**src/rtl/gb_alu_seq.sv**
```systemverilog
// gb_alu_seq: clocked, handshaked CPU ALU. One operation per start pulse;
// result, new flags and flag write-enable are registered and presented
// with a single-cycle done pulse.
//
// Optional build macro GB_ALU_WIDE_EN: when defined, adds the EXEC_HI pass
// so a base ADD with wide=1 performs a 2*DATA_W add (ADD HL,rr style).
// When undefined, wide is ignored and every op is single-pass.
//
// Ports:
//   clk, rst_n        clock (rising edge), async active-low reset
//   start             request, accepted only while idle
//   ext, misc, op     operation select (base / misc / CB / BIT-RES-SET groups)
//   bit_sel           bit index for BIT/RES/SET
//   wide              request the two-pass wide add (base ADD only)
//   src_data          source operand (low DATA_W used when narrow)
//   dest_data         destination operand (A, or HL when wide)
//   flags_in          current F register (Z=7, N=6, H=5, C=4)
//   busy              op in flight
//   done              one-cycle pulse, res/flags_res valid
//   res               result, upper half zero when narrow
//   flags_res         new F, bits [3:0] always zero
//   wr_en_flags       pulses with done when the op writes F
//
// State | meaning
// IDLE    | waiting for start; also the done cycle
// EXEC    | main (or low-half) pass
// EXEC_HI | high-half pass of a wide add
module gb_alu_seq #(
  parameter int DATA_W = 8
) (
  input  logic                  clk,
  input  logic                  rst_n,
  input  logic                  start,
  input  logic                  ext,
  input  logic                  misc,
  input  logic [2:0]            op,
  input  logic [2:0]            bit_sel,
  input  logic                  wide,
  input  logic [2*DATA_W-1:0]   src_data,
  input  logic [2*DATA_W-1:0]   dest_data,
  input  logic [7:0]            flags_in,
  output logic                  busy,
  output logic                  done,
  output logic [2*DATA_W-1:0]   res,
  output logic [7:0]            flags_res,
  output logic                  wr_en_flags
);

  typedef enum logic [1:0] {IDLE, EXEC, EXEC_HI} state_t;

  localparam logic [2:0] OP_ADD = 3'd0, OP_ADC = 3'd1, OP_SUB = 3'd2, OP_SBC = 3'd3,
                         OP_AND = 3'd4, OP_XOR = 3'd5, OP_OR  = 3'd6, OP_CP  = 3'd7;

  state_t state, state_nxt;

  logic              ext_q, misc_q;
  logic [2:0]        op_q, bit_q;
  logic [DATA_W-1:0] src_q, dest_q;
  logic [3:0]        flags_q;
  logic              fz, fn, fh, fc;
  logic              go_hi;

`ifdef GB_ALU_WIDE_EN
  logic              wide_q;
  logic [DATA_W-1:0] src_hi_q, dest_hi_q, res_lo_q;
  logic              carry_lo_q;
`endif

  assign fz = flags_q[3];
  assign fn = flags_q[2];
  assign fh = flags_q[1];
  assign fc = flags_q[0];

`ifdef GB_ALU_WIDE_EN
  assign go_hi = wide_q && !ext_q && !misc_q && (op_q == OP_ADD);
`else
  assign go_hi = 1'b0;
`endif

  // Shared adder: narrow ADD/ADC, low half of a wide add, and high half with
  // the carry held from the low pass.
  logic [DATA_W-1:0] add_a, add_b;
  logic              add_cin;
  logic              hi_pass;
  logic [DATA_W:0]   sum;
  logic [4:0]        hsum;

  always_comb begin
    add_a   = dest_q;
    add_b   = src_q;
    add_cin = (op_q == OP_ADC) ? fc : 1'b0;
    hi_pass = 1'b0;
`ifdef GB_ALU_WIDE_EN
    if (state == EXEC_HI) begin
      add_a   = dest_hi_q;
      add_b   = src_hi_q;
      add_cin = carry_lo_q;
      hi_pass = 1'b1;
    end
`endif
  end

  assign sum  = {1'b0, add_a} + {1'b0, add_b} + {{DATA_W{1'b0}}, add_cin};
  assign hsum = {1'b0, add_a[3:0]} + {1'b0, add_b[3:0]} + {4'b0, add_cin};

  // Subtractor for SUB/SBC/CP; the extra top bit is the borrow.
  logic            sub_cin;
  logic [DATA_W:0] diff;
  logic [4:0]      hdiff;

  assign sub_cin = (op_q == OP_SBC) & fc;
  assign diff  = {1'b0, dest_q} - {1'b0, src_q} - {{DATA_W{1'b0}}, sub_cin};
  assign hdiff = {1'b0, dest_q[3:0]} - {1'b0, src_q[3:0]} - {4'b0, sub_cin};

  logic [DATA_W-1:0] mask;
  assign mask = {{(DATA_W-1){1'b0}}, 1'b1} << bit_q;

  logic [DATA_W-1:0] alu_r, daa_v;
  logic              z, n, h, c, set_z, alu_wr, daa_c;

  always_comb begin
    alu_r  = dest_q;
    z      = fz;
    n      = fn;
    h      = fh;
    c      = fc;
    set_z  = 1'b0;
    alu_wr = 1'b1;
    daa_v  = dest_q;
    daa_c  = fc;
    case ({ext_q, misc_q})
      2'b00: begin
        case (op_q)
          OP_ADD, OP_ADC: begin
            alu_r = sum[DATA_W-1:0]; n = 1'b0; h = hsum[4]; c = sum[DATA_W]; set_z = 1'b1;
          end
          OP_SUB, OP_SBC: begin
            alu_r = diff[DATA_W-1:0]; n = 1'b1; h = hdiff[4]; c = diff[DATA_W]; set_z = 1'b1;
          end
          OP_AND: begin
            alu_r = dest_q & src_q; n = 1'b0; h = 1'b1; c = 1'b0; set_z = 1'b1;
          end
          OP_XOR: begin
            alu_r = dest_q ^ src_q; n = 1'b0; h = 1'b0; c = 1'b0; set_z = 1'b1;
          end
          OP_OR: begin
            alu_r = dest_q | src_q; n = 1'b0; h = 1'b0; c = 1'b0; set_z = 1'b1;
          end
          default: begin  // CP: compare only, result is the unchanged destination
            alu_r = dest_q; n = 1'b1; h = hdiff[4]; c = diff[DATA_W];
            z = (diff[DATA_W-1:0] == '0);
          end
        endcase
      end
      2'b01: begin
        case (op_q)
          3'd0: begin alu_r = {dest_q[DATA_W-2:0], dest_q[DATA_W-1]}; c = dest_q[DATA_W-1]; end
          3'd1: begin alu_r = {dest_q[0], dest_q[DATA_W-1:1]};        c = dest_q[0]; end
          3'd2: begin alu_r = {dest_q[DATA_W-2:0], fc};               c = dest_q[DATA_W-1]; end
          3'd3: begin alu_r = {fc, dest_q[DATA_W-1:1]};               c = dest_q[0]; end
          3'd4: begin
            if (DATA_W == 8) begin
              if (!fn) begin
                if (fc || dest_q > DATA_W'(8'h99)) begin
                  daa_v = daa_v + DATA_W'(8'h60);
                  daa_c = 1'b1;
                end
                if (fh || dest_q[3:0] > 4'd9) daa_v = daa_v + DATA_W'(8'h06);
              end else begin
                if (fc) daa_v = daa_v - DATA_W'(8'h60);
                if (fh) daa_v = daa_v - DATA_W'(8'h06);
              end
              alu_r = daa_v; h = 1'b0; c = daa_c; set_z = 1'b1;
            end
          end
          3'd5: begin alu_r = ~dest_q; n = 1'b1; h = 1'b1; end
          3'd6: begin n = 1'b0; h = 1'b0; c = 1'b1; end
          default: begin n = 1'b0; h = 1'b0; c = ~fc; end
        endcase
        // Accumulator rotates always clear Z, unlike their CB counterparts.
        if (op_q[2] == 1'b0) begin
          z = 1'b0; n = 1'b0; h = 1'b0;
        end
      end
      2'b10: begin
        n = 1'b0; h = 1'b0; set_z = 1'b1;
        case (op_q)
          3'd0: begin alu_r = {src_q[DATA_W-2:0], src_q[DATA_W-1]}; c = src_q[DATA_W-1]; end
          3'd1: begin alu_r = {src_q[0], src_q[DATA_W-1:1]};       c = src_q[0]; end
          3'd2: begin alu_r = {src_q[DATA_W-2:0], fc};             c = src_q[DATA_W-1]; end
          3'd3: begin alu_r = {fc, src_q[DATA_W-1:1]};             c = src_q[0]; end
          3'd4: begin alu_r = {src_q[DATA_W-2:0], 1'b0};           c = src_q[DATA_W-1]; end
          3'd5: begin alu_r = {src_q[DATA_W-1], src_q[DATA_W-1:1]}; c = src_q[0]; end
          3'd6: begin alu_r = {src_q[DATA_W/2-1:0], src_q[DATA_W-1:DATA_W/2]}; c = 1'b0; end
          default: begin alu_r = {1'b0, src_q[DATA_W-1:1]};        c = src_q[0]; end
        endcase
      end
      default: begin
        alu_r = src_q;
        case (op_q[1:0])
          2'b01: begin z = ~src_q[bit_q]; n = 1'b0; h = 1'b1; end
          2'b10: begin alu_r = src_q & ~mask; alu_wr = 1'b0; end
          2'b11: begin alu_r = src_q | mask;  alu_wr = 1'b0; end
          default: alu_wr = 1'b0;
        endcase
      end
    endcase
    if (set_z) z = (alu_r == '0);
    // High pass of a wide add: only H/C/N change, Z is left as it was.
    if (hi_pass) begin
      alu_r = sum[DATA_W-1:0]; z = fz; n = 1'b0; h = hsum[4]; c = sum[DATA_W]; alu_wr = 1'b1;
    end
  end

  always_comb begin
    state_nxt = state;
    case (state)
      IDLE:    if (start) state_nxt = EXEC;
      EXEC:    state_nxt = go_hi ? EXEC_HI : IDLE;
      EXEC_HI: state_nxt = IDLE;
      default: state_nxt = IDLE;
    endcase
  end

  always_ff @(posedge clk or negedge rst_n) begin
    if (!rst_n) state <= IDLE;
    else        state <= state_nxt;
  end

  assign busy = (state != IDLE);

  always_ff @(posedge clk or negedge rst_n) begin
    if (!rst_n) begin
      ext_q       <= 1'b0;
      misc_q      <= 1'b0;
      op_q        <= '0;
      bit_q       <= '0;
      src_q       <= '0;
      dest_q      <= '0;
      flags_q     <= '0;
      done        <= 1'b0;
      wr_en_flags <= 1'b0;
      res         <= '0;
      flags_res   <= '0;
`ifdef GB_ALU_WIDE_EN
      wide_q      <= 1'b0;
      src_hi_q    <= '0;
      dest_hi_q   <= '0;
      res_lo_q    <= '0;
      carry_lo_q  <= 1'b0;
`endif
    end else begin
      done        <= 1'b0;
      wr_en_flags <= 1'b0;
      if (state == IDLE && start) begin
        ext_q   <= ext;
        misc_q  <= misc;
        op_q    <= op;
        bit_q   <= bit_sel;
        src_q   <= src_data[DATA_W-1:0];
        dest_q  <= dest_data[DATA_W-1:0];
        flags_q <= flags_in[7:4];
`ifdef GB_ALU_WIDE_EN
        wide_q    <= wide;
        src_hi_q  <= src_data[2*DATA_W-1:DATA_W];
        dest_hi_q <= dest_data[2*DATA_W-1:DATA_W];
`endif
      end
`ifdef GB_ALU_WIDE_EN
      if (state == EXEC && go_hi) begin
        res_lo_q   <= sum[DATA_W-1:0];
        carry_lo_q <= sum[DATA_W];
      end
`endif
      if ((state == EXEC && !go_hi) || state == EXEC_HI) begin
        done        <= 1'b1;
        wr_en_flags <= alu_wr;
        flags_res   <= {z, n, h, c, 4'b0000};
        res         <= {{DATA_W{1'b0}}, alu_r};
`ifdef GB_ALU_WIDE_EN
        if (state == EXEC_HI) res <= {alu_r, res_lo_q};
`endif
      end
    end
  end

  logic unused_bits;
`ifdef GB_ALU_WIDE_EN
  assign unused_bits = ^{flags_in[3:0], hsum[3:0], hdiff[3:0]};
`else
  assign unused_bits = ^{flags_in[3:0], hsum[3:0], hdiff[3:0], wide,
                         src_data[2*DATA_W-1:DATA_W], dest_data[2*DATA_W-1:DATA_W]};
`endif

endmodule

```
**config.mk**
```make
export PLATFORM = sky130hd
export DESIGN_NAME = gb_alu_seq
export DESIGN_NICKNAME = d
export VERILOG_FILES = /design/src/rtl/gb_alu_seq.sv
export SDC_FILE = /design/constraint.sdc
export NUM_CORES = 1
export LEC_CHECK = 0
export ABC_AREA = 1
export ABC_CLOCK_PERIOD_IN_PS = 3100
export BUFFER_PORTS_ARGS = -buffer_cell sky130_fd_sc_hd__buf_2
export CAP_MARGIN = 10
export CORE_MARGIN = 2
export CORE_UTILIZATION = 32
export CTS_CLUSTER_DIAMETER = 80
export CTS_CLUSTER_SIZE = 14
export DETAILED_ROUTE_END_ITERATION = 12
export PLACE_DENSITY = 0.5
export SYNTH_ARGS = -nofsm -noshare
export SYNTH_HDL_FRONTEND = slang
export SYNTH_SLANG_ARGS = --single-unit
export TNS_END_PERCENT = 30
```
**constraint.sdc**
```tcl
create_clock -name clk -period 3.1 [get_ports clk]
set_input_delay 0.62 -clock clk [delete_from_list [all_inputs] [get_ports clk]]
set_output_delay 0.62 -clock clk [all_outputs]
set_load 0.02 [all_outputs]
```
==> results list <==
- Number of fill cells in the layout: around 1,500
* Number of max-slew violations in the final report: 0
* Detailed router's first-iteration violation count: around 520
- The worst setup path is of the register to register kind.
- Once detail routing completed, the nets flagged for antenna violations numbered 0.
- Die boundary width: between 100 and 150 um
* Mean Syn Cell Area: 6.17 um2
- Clock buffer depth: 2
- The H-tree was split into 2 levels.
- Setup TNS: 0 ps
- TritonCTS sink count: 43
- The worst register-to-register path begins at op_q[2].
- For this run, the post-layout net count is approximately 930.
- Setup violations remaining at the end of the flow were counted as 0.
* Post-detailed-route wirelength per cell: roughly 18 um
* Pleak: between 2 and 3 nW
* Cell type of the slowest stage on the worst timing path: fa_2
- Walking the worst path, the cells encountered are inv_2 > nand2_2 > nor2_4 > nand2_2 > fa_2 > ha_4 > xnor2_2 > nor2_1 > nor2_1 > a21oi_1 > nor2_1 > nand2_1 > nor2_2 > nand2_1 > nor2_2 > nand2_1 > nor2_1 > nand2_1 > nor2_2 > nor2_1 > nor2_1.
- Fraction of final layout cells sized beyond drive strength 1: between 15 and 20%
* Transition time of the tightest slew-check pin: slightly below 1000 ps
- Most frequent cells in the layout: 204 x nand2_1, 76 x inv_1, 75 x o21ai_0, 68 x buf_4, 66 x nor2_1
- Total via count after detailed routing: 5,382
- The core region is 13,900 um2.
* Most common cell after layout, fill and taps aside: nand2_1
- Met3 GRT Util: approximately 3.1%
- Max incr delay on CP: just over 600 ps
* Peak ir drop on the vdd network: approximately 0.24 mV
- Measured against its own limit, the worst slew margin works out to 34.6%.
- Setup repair after global routing missed its margin: true
- For the worst flop-to-flop path, the logic depth is 21.
- Library cell appearing most often on the critical path: nor2_1
- Global routing consumed, on the met2 layer, just under 40% of the routing resources.
- Type of destination of the critical path: register
- After detailed routing, the number of remaining DRC violations is 0.
- Hold WC Path Type: primary input to async pin
- Post-route clock period utilization: 97.9%
- Compared with the post-synthesis result, the final layout area differs by 23.2%.
- After clock tree synthesis, the clock-pin slew on the worst setup and hold paths is ~70 ps.
- Yosys printed 0 warnings.
* Largest driver fanout on the critical path: 3
* Max-capacitance violation count: 0
- Via count of the first global-routing pass: roughly 5,000
* Height of the die: ~120 um
- Final setup skew: ~7.5 ps
- The synthesized design contains 43 register bits.
* Antenna violations before repair: 0
* Data arrival time at the worst-slack endpoint: about 3300 ps
* Detail-routed via count per cell: between 5 and 6
- Crit path time final: roughly 3000 ps
- After synthesis, flip-flops and latches occupy 23.5% of the total area.
- CP Data Required Time: 3330 ps
- Counting every instance in the synthesized netlist gives roughly 740.
* CTS buffer count: 5
- The number of hold-slack violations in the final timing report came to 0.
- The routed design has between 15,000 and 20,000 um of wire.
- Dividing total power by cell area gives a power density of between 500 and 600 nW/um2.
- Global routing consumed, over all layers together, between 20% and 30% of the routing resources.
- After legalization and detailed placement, the total HPWL measured between 10,000 and 15,000 um.
- The flow ran to the end, and the final reports show no timing, DRC or antenna violations.
* CTS Root Buffer Type: clkbuf_16
- Setup WS post-layout: 64.5 ps
* Count of different cell masters after synthesis: 37
- Placement Setup Slack: -203 ps
- Capture instance of the worst register-to-register path: flags_res[7]
- The clock reaches the later pin of the worst-skew pair after about 300 ps.
- TritonCTS clock tree: built
* Port-buffer cells: between 40 and 50
* Met1 routing resource usage after global routing: around a third
- The number of antenna diodes in the final layout is 0.
- The worst setup path is launched from a register.
- Pin count of the biggest net entering global routing: just under 60
* GR Overflow Total: 0
- After floorplanning, the core was divided into between 40 and 50 placement rows.
- The die covers between 15,000 and 20,000 um2.
- Summing every instance area after synthesis gives 4580 um2.
* Maximum clock rate: ~330 MHz
- Pin placement for this block handled 79 I/O pins.
- Initial core utilization: around a third
* GRT Max-Usage Layer: met2
* GPL Wtd Cong: between 1 and 1.5
* Global-route wire length before repair: 28,500 um
* Setup slack of the worst register-to-register path: about 64 ps
- Length of the first detailed-routing pass in iterations: 5
-- routing by layer --
layer  up-vias  part of all wire [%]
met3        42                   6.3
met2       209                    45
met5         -                     0
li1       2607                     -
met1      2524                    45
met4         0                   3.1
-- kinds of logic (layout without fill, tap and decap cells) --
family                     count (synthesis)  after routing  share of synthesized area (%)
adders and majority gates                 38             38                           11.0
buffers and inverters                    126            212                           11.6
AOI/OAI and AO/OA                        159            159                           19.2
other                                      1             12                         0.0819
DFF                                       43             43                           23.5
xor gates and xnor gates                   5              5                          0.956
and+or+nand+nor                          371            371                           33.7
-- sequential cells by signal, summed over array words and instances, names as in the netlist --
register     count
misc_q           1
op_q             3
state            1
bit_q            3
res              8
add_a            8
flags_res        4
done             1
ext_q            1
flags_q          4
add_b            8
wr_en_flags      1
-- repair_timing --
| action | 4_1_cts | 5_1_grt |
|---|---|---|
| cloned | 0 | 0 |
| endpoints found under the setup margin | 2 | 4 |
| pin swaps | 2 | 20 |
| hold buffers | 0 | 0 |
| buffers inserted | 2 | 1 |
| gates resized for setup | 7 | 26 |
-- worst max-delay path: cells and delay by family, from the launching register on --
family                   cells  cell delay [ps]
adder cells (fa/ha/maj)      2              850
flip-flops                   1              410
AO/OA/AOI/OAI                1               60
XOR/XNOR                     1              180
AND/OR/NAND/NOR             16             1390
buffers and inverters        1               70
-- layout make-up --
class | count | area (um2) | area share [%]
well taps | 180 | 225 | 3.99
clock buffers | 5 | 125 | 2.22
inverters | 91 | 342 | 6.05
repair buffers | 113 | 736 | 13.0
clock inverters | 3 | 23.8 | 0.421
flip-flops and latches | 43 | 1080 | 19.1
multi-input cells | 585 | 3120 | 55.2
-- worst max-delay path by stage --
stage	start	end	slack [ps]	depth (start not counted)
after CTS	op_q[2]	flags_res[7]	10	21
after global placement	op_q[2]	flags_res[7]	-170	20
final	op_q[2]	flags_res[7]	60	21
after global routing	op_q[2]	flags_res[7]	-220	23
after floorplan	op_q[2]	flags_res[7]	290	20
after detailed placement	op_q[2]	flags_res[7]	-200	20
-- synthesized netlist by cell type --
cell type	n	area [um2]
nand2_1	212	796
inv_1	81	304
o21ai_0	77	385
nor2_1	72	270
nand3_1	58	290
a21oi_1	45	225
dfrtp_1	43	1080
ha_1	34	425
clkbuf_1	13	48.8
buf_4	12	90.1
nand4_1	11	68.8
buf_2	9	45.0
o22ai_1	9	56.3
inv_2	8	30.0
a221oi_1	7	61.3
nor3_1	5	25.0
fa_1	4	80.1
nand2_2	4	25.0
nand3b_1	4	30.0
o211ai_1	4	30.0
o21ai_1	4	20.0
xor2_1	4	35.0
a211oi_1	3	22.5
o311ai_0	3	26.3
and2_1	2	12.5
clkinv_1	2	7.51
o31ai_1	2	15.0
or2_2	2	12.5
a22oi_1	1	7.51
a31oi_1	1	6.26
a41oi_1	1	8.76
buf_1	1	3.75
conb_1	1	3.75
nor2_4	1	11.3
o21bai_1	1	7.51
o221ai_1	1	8.76
xnor2_1	1	8.76
-- power breakdown --
part	total [mW]	switching (mW)	internal, mW
combinational	1.94	1.21	0.733
clock	0.555	0.253	0.302
sequential	0.737	0.0785	0.659
total	3.24	1.54	1.69
-- per-stage QoR --
step           power [mW]  instance area, um2  utilization, %  hold slack [ps]  instances
2_1_floorplan        1.85                4620               -              324        754
3_3_place_gp         2.55                5370            38.6              462       1009
3_5_place_dp         2.57                5370            38.6              463       1009
4_1_cts              3.17                5570            39.9              480       1019
5_1_grt              3.50                5650            40.5              505       1020
6_report             3.24                5650            40.5              476       1020
Note: power is estimated with default switching activity, not from simulation.
